==> src/rtl/ysyx_23060072_pipe_ctrl.sv <==
// Pipeline controller for the RV32E 2-stage core: sequences redirects, LSU/muldiv
// stalls and deferred redirects, and keeps redirect/stall performance counters.
//
// state  | meaning
// RUN    | normal issue; redirects accepted when not stalled
// FLUSH  | ID/EX squashed for FLUSH_CYCLES after a redirect
// MULDIV | waiting for a multi-cycle mul/div result (bounded by timeout)
module ysyx_23060072_pipe_ctrl #(
  parameter int FLUSH_CYCLES   = 1,
  parameter int MULDIV_TIMEOUT = 64
) (
  input  logic        clk,
  input  logic        rst,
  input  logic        jump_req_i,
  input  logic [31:0] jump_pc_i,
  input  logic        mem_stall_i,
  input  logic        muldiv_start_i,
  input  logic        muldiv_done_i,
  output logic        if_hold_flag_o,
  output logic        clean_flag_o,
  output logic [31:0] jump_pc_o,
  output logic        ex_flush_o,
  output logic        muldiv_err_o,
  output logic [31:0] redirect_cnt_o,
  output logic [31:0] stall_cnt_o
);

  localparam int FW = (FLUSH_CYCLES > 1) ? $clog2(FLUSH_CYCLES) : 1;
  localparam int TW = $clog2(MULDIV_TIMEOUT + 1);

  typedef enum logic [1:0] {
    RUN    = 2'd0,
    FLUSH  = 2'd1,
    MULDIV = 2'd2
  } state_t;

  state_t        state, state_nxt;
  logic [FW-1:0] flush_cnt;
  logic [TW-1:0] tmo_cnt;
  logic          pending;
  logic [31:0]   pending_pc;

  logic in_run, muldiv_go, stall;
  logic issue_pending, issue_new, issue, latch_pending;
  logic tmo_last, tmo_hit, flush_last;

  // A jump in the same cycle, or an outstanding deferred jump, makes the
  // muldiv instruction wrong-path, so it never starts.
  assign in_run        = (state == RUN);
  assign muldiv_go     = in_run & muldiv_start_i & ~jump_req_i & ~pending;
  assign stall         = mem_stall_i | (state == MULDIV) | muldiv_go;
  assign issue_pending = in_run & ~stall & pending;
  assign issue_new     = in_run & ~stall & ~pending & jump_req_i;
  assign issue         = issue_pending | issue_new;
  assign latch_pending = jump_req_i & stall & ~pending & (state != FLUSH);
  assign tmo_last      = (tmo_cnt == TW'(MULDIV_TIMEOUT - 1));
  assign tmo_hit       = (state == MULDIV) & ~muldiv_done_i & tmo_last;
  assign flush_last    = (flush_cnt == '0);

  always_ff @(posedge clk) begin
    if (rst) begin
      state          <= RUN;
      flush_cnt      <= '0;
      tmo_cnt        <= '0;
      pending        <= 1'b0;
      pending_pc     <= '0;
      clean_flag_o   <= 1'b0;
      jump_pc_o      <= '0;
      muldiv_err_o   <= 1'b0;
      redirect_cnt_o <= '0;
      stall_cnt_o    <= '0;
    end else begin
      state        <= state_nxt;
      clean_flag_o <= issue;
      muldiv_err_o <= tmo_hit;

      if (issue)
        flush_cnt <= FW'(FLUSH_CYCLES - 1);
      else if (state == FLUSH && !flush_last)
        flush_cnt <= flush_cnt - 1'b1;

      if (muldiv_go)
        tmo_cnt <= '0;
      else if (state == MULDIV)
        tmo_cnt <= tmo_cnt + 1'b1;

      if (issue_pending) begin
        pending <= 1'b0;
      end else if (latch_pending) begin
        pending    <= 1'b1;
        pending_pc <= jump_pc_i;
      end

      if (issue)
        jump_pc_o <= issue_pending ? pending_pc : jump_pc_i;

      if (clean_flag_o)
        redirect_cnt_o <= redirect_cnt_o + 32'd1;
      if (if_hold_flag_o)
        stall_cnt_o <= stall_cnt_o + 32'd1;
    end
  end

  always_comb begin
    state_nxt = state;
    case (state)
      RUN: begin
        if (issue)
          state_nxt = FLUSH;
        else if (muldiv_go)
          state_nxt = MULDIV;
      end
      FLUSH: begin
        if (flush_last)
          state_nxt = RUN;
      end
      MULDIV: begin
        if (muldiv_done_i || tmo_last)
          state_nxt = RUN;
      end
      default: state_nxt = RUN;
    endcase
  end

  // A redirect in flight overrides hold so IF can load the new PC.
  always_comb begin
    if_hold_flag_o = stall & ~clean_flag_o & ~rst;
    ex_flush_o     = (state == FLUSH);
  end

endmodule

==> config.mk <==
export PLATFORM = sky130hd
export DESIGN_NAME = ysyx_23060072_pipe_ctrl
export DESIGN_NICKNAME = d
export VERILOG_FILES = /design/src/rtl/ysyx_23060072_pipe_ctrl.sv
export SDC_FILE = /design/constraint.sdc
export NUM_CORES = 1
export LEC_CHECK = 0
export BUFFER_PORTS_ARGS = -buffer_cell sky130_fd_sc_hd__buf_4
export CAP_MARGIN = 20
export CORE_MARGIN = 5
export CORE_UTILIZATION = 30
export CTS_CLUSTER_DIAMETER = 100
export DETAILED_ROUTE_END_ITERATION = 6
export SYNTH_ARGS = -nofsm -noshare
export SYNTH_HDL_FRONTEND = slang
export SYNTH_SLANG_ARGS = --single-unit
==> constraint.sdc <==
create_clock -name clk -period 2.31 [get_ports clk]
set_input_delay 0.1155 -clock clk [delete_from_list [all_inputs] [get_ports clk]]
set_output_delay 0.1155 -clock clk [all_outputs]
set_load 0.005 [all_outputs]
[Word level (Yosys, flattened, before mapping)]
Cells that the tools add are included.
Word-level totals
  register bits after elaboration: 141
  bits in latches: 0
  memory bits (writable): 0
  bits in read-only memories: 0
  output and inout port bits: 100
  memories: 0
Cells by class
  $add $sub $neg: 4
  $mul: 0
  divide/modulo/power cells: 0
  $lt $le $gt $ge: 0
  equality and inequality tests: 7
  shifts and indexed selects: 0
  mux-type cells: 6
  bitwise logic cells: 24
  reduce and logical (&&, ||, !) cells: 8
Operators by type and width (number)
  $add 32x1->32 const B: 2
  $mux 32: 1
  $and 1x1->1: 14
  $mux 2: 4
  $add 7x1->7 const B: 1
  $eq 7x6->1 const B: 1
  $not 1->1: 7
  $pmux 2 s3: 1
  $reduce_or 2->1: 3
  $ne 2x1->1 const B: 2
  $ne 3x1->1 const B: 1
  $or 1x1->1: 3
  $reduce_and 3->1: 1
  $eq 2x1->1 const B: 1
  $eq 2x2->1 const B: 1
  $logic_not 2->1: 1
  $ne 2x2->1 const B: 1
  $reduce_and 2->1: 1
  $logic_and 1x1->1: 1
  $logic_or 1x1->1: 1
  $sub 1x1->1 const B: 1

[Depth between registers and ports, before layout]
  depth after elaboration: 12
  gate-level depth with buffers: 7
  mapped depth without buffers: 5

[Worst setup path before layout]
Ideal clock, no wire load.
  path type: flip-flop to flip-flop
  start: reg redirect_cnt_o[0]
  end: reg redirect_cnt_o[22]
  setup time: 0.121 ns
  data arrival time: 2.041 ns
  data required time: 2.189 ns
  slack: 0.148 ns
  cell stages (with the launch flop): 7
  buffers on the path: 1
  period minus slack after synthesis: 2.162 ns
  path through: dfxtp_1 -> ha_1 -> nand4_4 -> or4_1 -> buf_2 -> nor4_1 -> mux2_2
Between the ends
  word-level cells in the longest chain between the ends: 1
Ends and longest elaborated chain
  from (decl): RTL line 24  | output logic [31:0] redirect_cnt_o,
  from (signal assigned): RTL line 98  | redirect_cnt_o <= redirect_cnt_o + 32'd1;
  $add 32x1->32: RTL line 98
Every way passes these cells.
A chain may end at the register's enable or synchronous reset.

[Worst setup path in the final report]
  start: reg redirect_cnt_o[0]
  end: reg redirect_cnt_o[20]
Same word-level chain as after synthesis.

==> out/results.tsv <==
stage	metric	value	unit
run_status	outcome	complete, no violations	
critical_path	Req. time, crit path	2650	ps
cts	CTS sink cnt	141	
synthesis	Synth Warn #	0	
synthesis	XOR/XNOR Fraction of Synth Area	0.0243	
synthesis	post-synthesis mux area share	0.0812	
synthesis	sequential-to-total area share from yosys stat	0.462	
detailed_routing	Detail Route Antenna Nets	0	
critical_path	startpoint of the worst register-to-register path	redirect_cnt_o[0]	
cts	H-tree Lvls	4	
power	power per cell area	691	mW/mm^2
detailed_routing	Vias per Instance	4.88	
critical_path	Reg-to-Reg End	redirect_cnt_o[20]	
min_path	Hold Startpoint	jump_req_i	
detailed_routing	initial detailed-routing violation count	236	
critical_path	crit path from	redirect_cnt_o[0]	
layout	Area Growth Syn to Fin	38.7	%
cts	CTS Buf Count	17	
cts	CTS tree	done	
detailed_routing	First-pass DRT Iterations	4	
layout	layout cell share with drive strength beyond 1	0.250	
layout	Final nets	917	
critical_path	Worst Path Class, Setup	register to register	
power	net switching power	1.52	mW
floorplan	Die X	153	um
layout	diodes inserted	0	
synthesis	syn nets	747	
power	Sw Ratio	0.259	
place	placed cells	1094	
job	max_cap viols	0	
sta	Final Slew Violations	0	
place	# port buffers	137	
detailed_routing	Remaining DRCs	0	
sta	Post-Route Setup TNS	0	ps
sta	pin slew with the least headroom to its limit	973	ps
sta	Final min period	2170	ps
place	RePlAce Congestion	0.762	
floorplan	io pins	138	
power	Max IR drop VDD	0.460	mV
synthesis	largest family of logic cells by synthesized area	simple AND/OR/NAND/NOR gates	
cts	Post-CTS Setup Inserts	0	
critical_path	R2R Setup Slk	140	ps
global_routing	first-pass GRT wire length	26600	um
power	cell leakage power	3.18	nW
power	Comb power frac	0.099	
cts	maximum clock insertion buffer count	2	
synthesis	FFs w/ async S/R, synth	0	
synthesis	flops & latches, synth	141	
sta	Final Cycle Share	0.938	
floorplan	number of core rows	52	
sta	RSZ-0062 raised after global routing	false	
synthesis	Yosys cell types	41	
global_routing	Total Routing Usage GR	0.137	
global_routing	vias in the first global route	5176	
floorplan	die area	0.0233	mm^2
detailed_routing	Avg WL per Cell	13.9	um
critical_path	crit-path max FO	17	
synthesis	syn_area_per_cell	8.66	um^2
floorplan	Starting Density	0.303	
synthesis	Synth Instances	706	
synthesis	Cell Area, Synth	0.00612	mm^2
sta	final hold viol count	0	
critical_path	crit path DAT	2510	ps
critical_path	startpoint types	register	
sta	Slew HR	0.350	
cts	Reg clk slew, reported paths	60	ps
synthesis	Post-synth EDFFs	0	
global_routing	GR Overflow Total	0	
power	Sequential Power Share	0.443	
min_path	hold endpoint	state[1]	
global_routing	initial antenna violation count	0	
synthesis	Post-Synth Adder-Cell Area	0.00614	
power	P_int	4.34	mW
synthesis	ys flop type	dfxtp_1	
min_path	Worst Hold Class	input port to register	
cts	Root Driver	clkbuf_16	
floorplan	core area	0.0202	mm^2
cts	Clock Latency Late Sink	420	ps
power	clock share of power	0.458	
synthesis	Simple-Gate Fraction of Synth Area	0.237	
sta	Clock Skews	7.64	ps
min_path	hold depth	4	
detailed_routing	final WL	16100	um
critical_path	R2R depth	6	
global_routing	largest net degree at the start of global routing	68	
floorplan	die height	153	um
critical_path	critical path endpoint category	register	
place	detailed placer's ending HPWL	10700	um
synthesis	Synth Area in Compound Gates	0.147	
sta	Max Clock Freq	0.462	GHz
layout	fin cells	1159	
detailed_routing	Via Count	5653	
sta	setup violators final	0	
cells by family (layout without fill, tap and decap cells):
family          Yosys count  in the layout
xor+xnor                 17             17
buf+inv                  65            248
compound gates          149            149
flops                   141            141
simple gates            283            283
fa+ha+maj                 3              3
mux                      48             48
flip-flops by register name (all words and copies together), names as in the netlist:
register        cells
flush_cnt           1
pending             1
pending_pc         32
state               2
stall_cnt_o        32
clean_flag_o        1
jump_pc_o          32
redirect_cnt_o     32
tmo_cnt             7
muldiv_err_o        1
cell usage in the layout, fill, tap and decap left out, types with 6 or more instances in the layout:
cell and instances:
xnor2_1 6, dfxtp_1 141, nor3_1 8, nor4_1 7, mux2i_1 35, nand3_1 16
and3_1 6, o21ai_0 19, or4_1 19, nand2_1 84, buf_4 164, inv_1 16
a211oi_1 33, xor2_1 11, or3_1 20, nor2b_1 14, clkbuf_16 17, inv_6 7
nor2_1 70, mux2_2 13, nand4_1 16, a21oi_1 71, o31ai_1 19, dlygate4sd3_1 33
and4_1 7
worst max-delay path by stage:
stage                                     to  depth (start not counted)  slack (ps)
after global placement    redirect_cnt_o[30]                          6         160
final                     redirect_cnt_o[20]                          6         140
after CTS                 redirect_cnt_o[20]                          6         140
after global routing         stall_cnt_o[12]                          5           7
after detailed placement  redirect_cnt_o[20]                          6         160
after floorplan           redirect_cnt_o[22]                          6         150
per-stage QoR:
step | power [mW] | instance area, um^2 | hold WS (ps) | setup WS [ps] | util
after global routing | 6.14 | 8490 | 120 | 6.60 | 0.421
after global placement | 3.18 | 7570 | 296 | 165 | 0.375
final | 5.86 | 8490 | 116 | 144 | 0.421
after detailed placement | 3.19 | 7570 | 298 | 160 | 0.375
after CTS | 5.96 | 8480 | 85.6 | 136 | 0.421
after floorplan | 2.92 | 6120 | 192 | 148 | -
timing repair:
action	4_1_cts	5_1_grt
hold buffers	33	0
endpoints found under the setup margin	0	1
resized for setup	0	1
hold endpoints to repair	33	0
cells in the mapped netlist (3+ instances only):
master / n / share of area
inv_1: 16 / 0.0098
nand4_1: 16 / 0.016
buf_1: 3 / 0.0018
or4_1: 20 / 0.025
buf_2: 5 / 0.0041
a21oi_1: 71 / 0.058
and3_1: 6 / 0.0061
nor2b_1: 14 / 0.014
nor4_1: 8 / 0.0082
nor3_1: 8 / 0.0065
xor2_1: 11 / 0.016
nand2_1: 84 / 0.052
or3_1: 20 / 0.020
and2_1: 3 / 0.0031
a211oi_1: 33 / 0.041
o31ai_1: 20 / 0.025
nor4b_1: 4 / 0.0057
xnor2_1: 6 / 0.0086
clkbuf_1: 37 / 0.023
mux2i_1: 35 / 0.057
nand3_1: 16 / 0.013
ha_1: 3 / 0.0061
o21ai_0: 19 / 0.016
mux2_2: 13 / 0.024
buf_4: 4 / 0.0049
nor2_1: 70 / 0.043
dfxtp_1: 141 / 0.46
and4_1: 7 / 0.010
worst max-delay path, cell delays in order, from the launching register on:
cell	delay, ps
dfxtp_1	330
ha_1	210
nand4_4	110
or4_1	570
buf_4	220
or4_1	500
a21oi_1	150
routing by layer:
layer  global-route usage  wire, um  up-vias
met2                0.218      7520      124
met5                    0         0        -
met1                0.176      7380     2619
met4               0.0556       359        0
met3               0.0381       851       22
li1                     -         -     2888
layout make-up:
class                   count  area (um^2)
multi-input cells         500         3070
repair buffers            200         1620
clock inverters            15          153
fillers                  2037        11700
flip-flops and latches    141         2820
clock buffers              17          425
inverters                  16         60.1
well taps                 270          338
power groups by stage:
| stage | sequential [mW] | clock, mW | combinational, mW |
|---|---|---|---|
| 2_1_floorplan | 2.64 | 0 | 0.283 |
| 3_3_place_gp | 2.64 | 0 | 0.537 |
| 3_5_place_dp | 2.65 | 0 | 0.543 |
| 4_1_cts | 2.59 | 2.77 | 0.589 |
| 5_1_grt | 2.61 | 2.88 | 0.650 |
| 6_report | 2.59 | 2.68 | 0.582 |
Note: power is estimated with default switching activity, not from simulation.
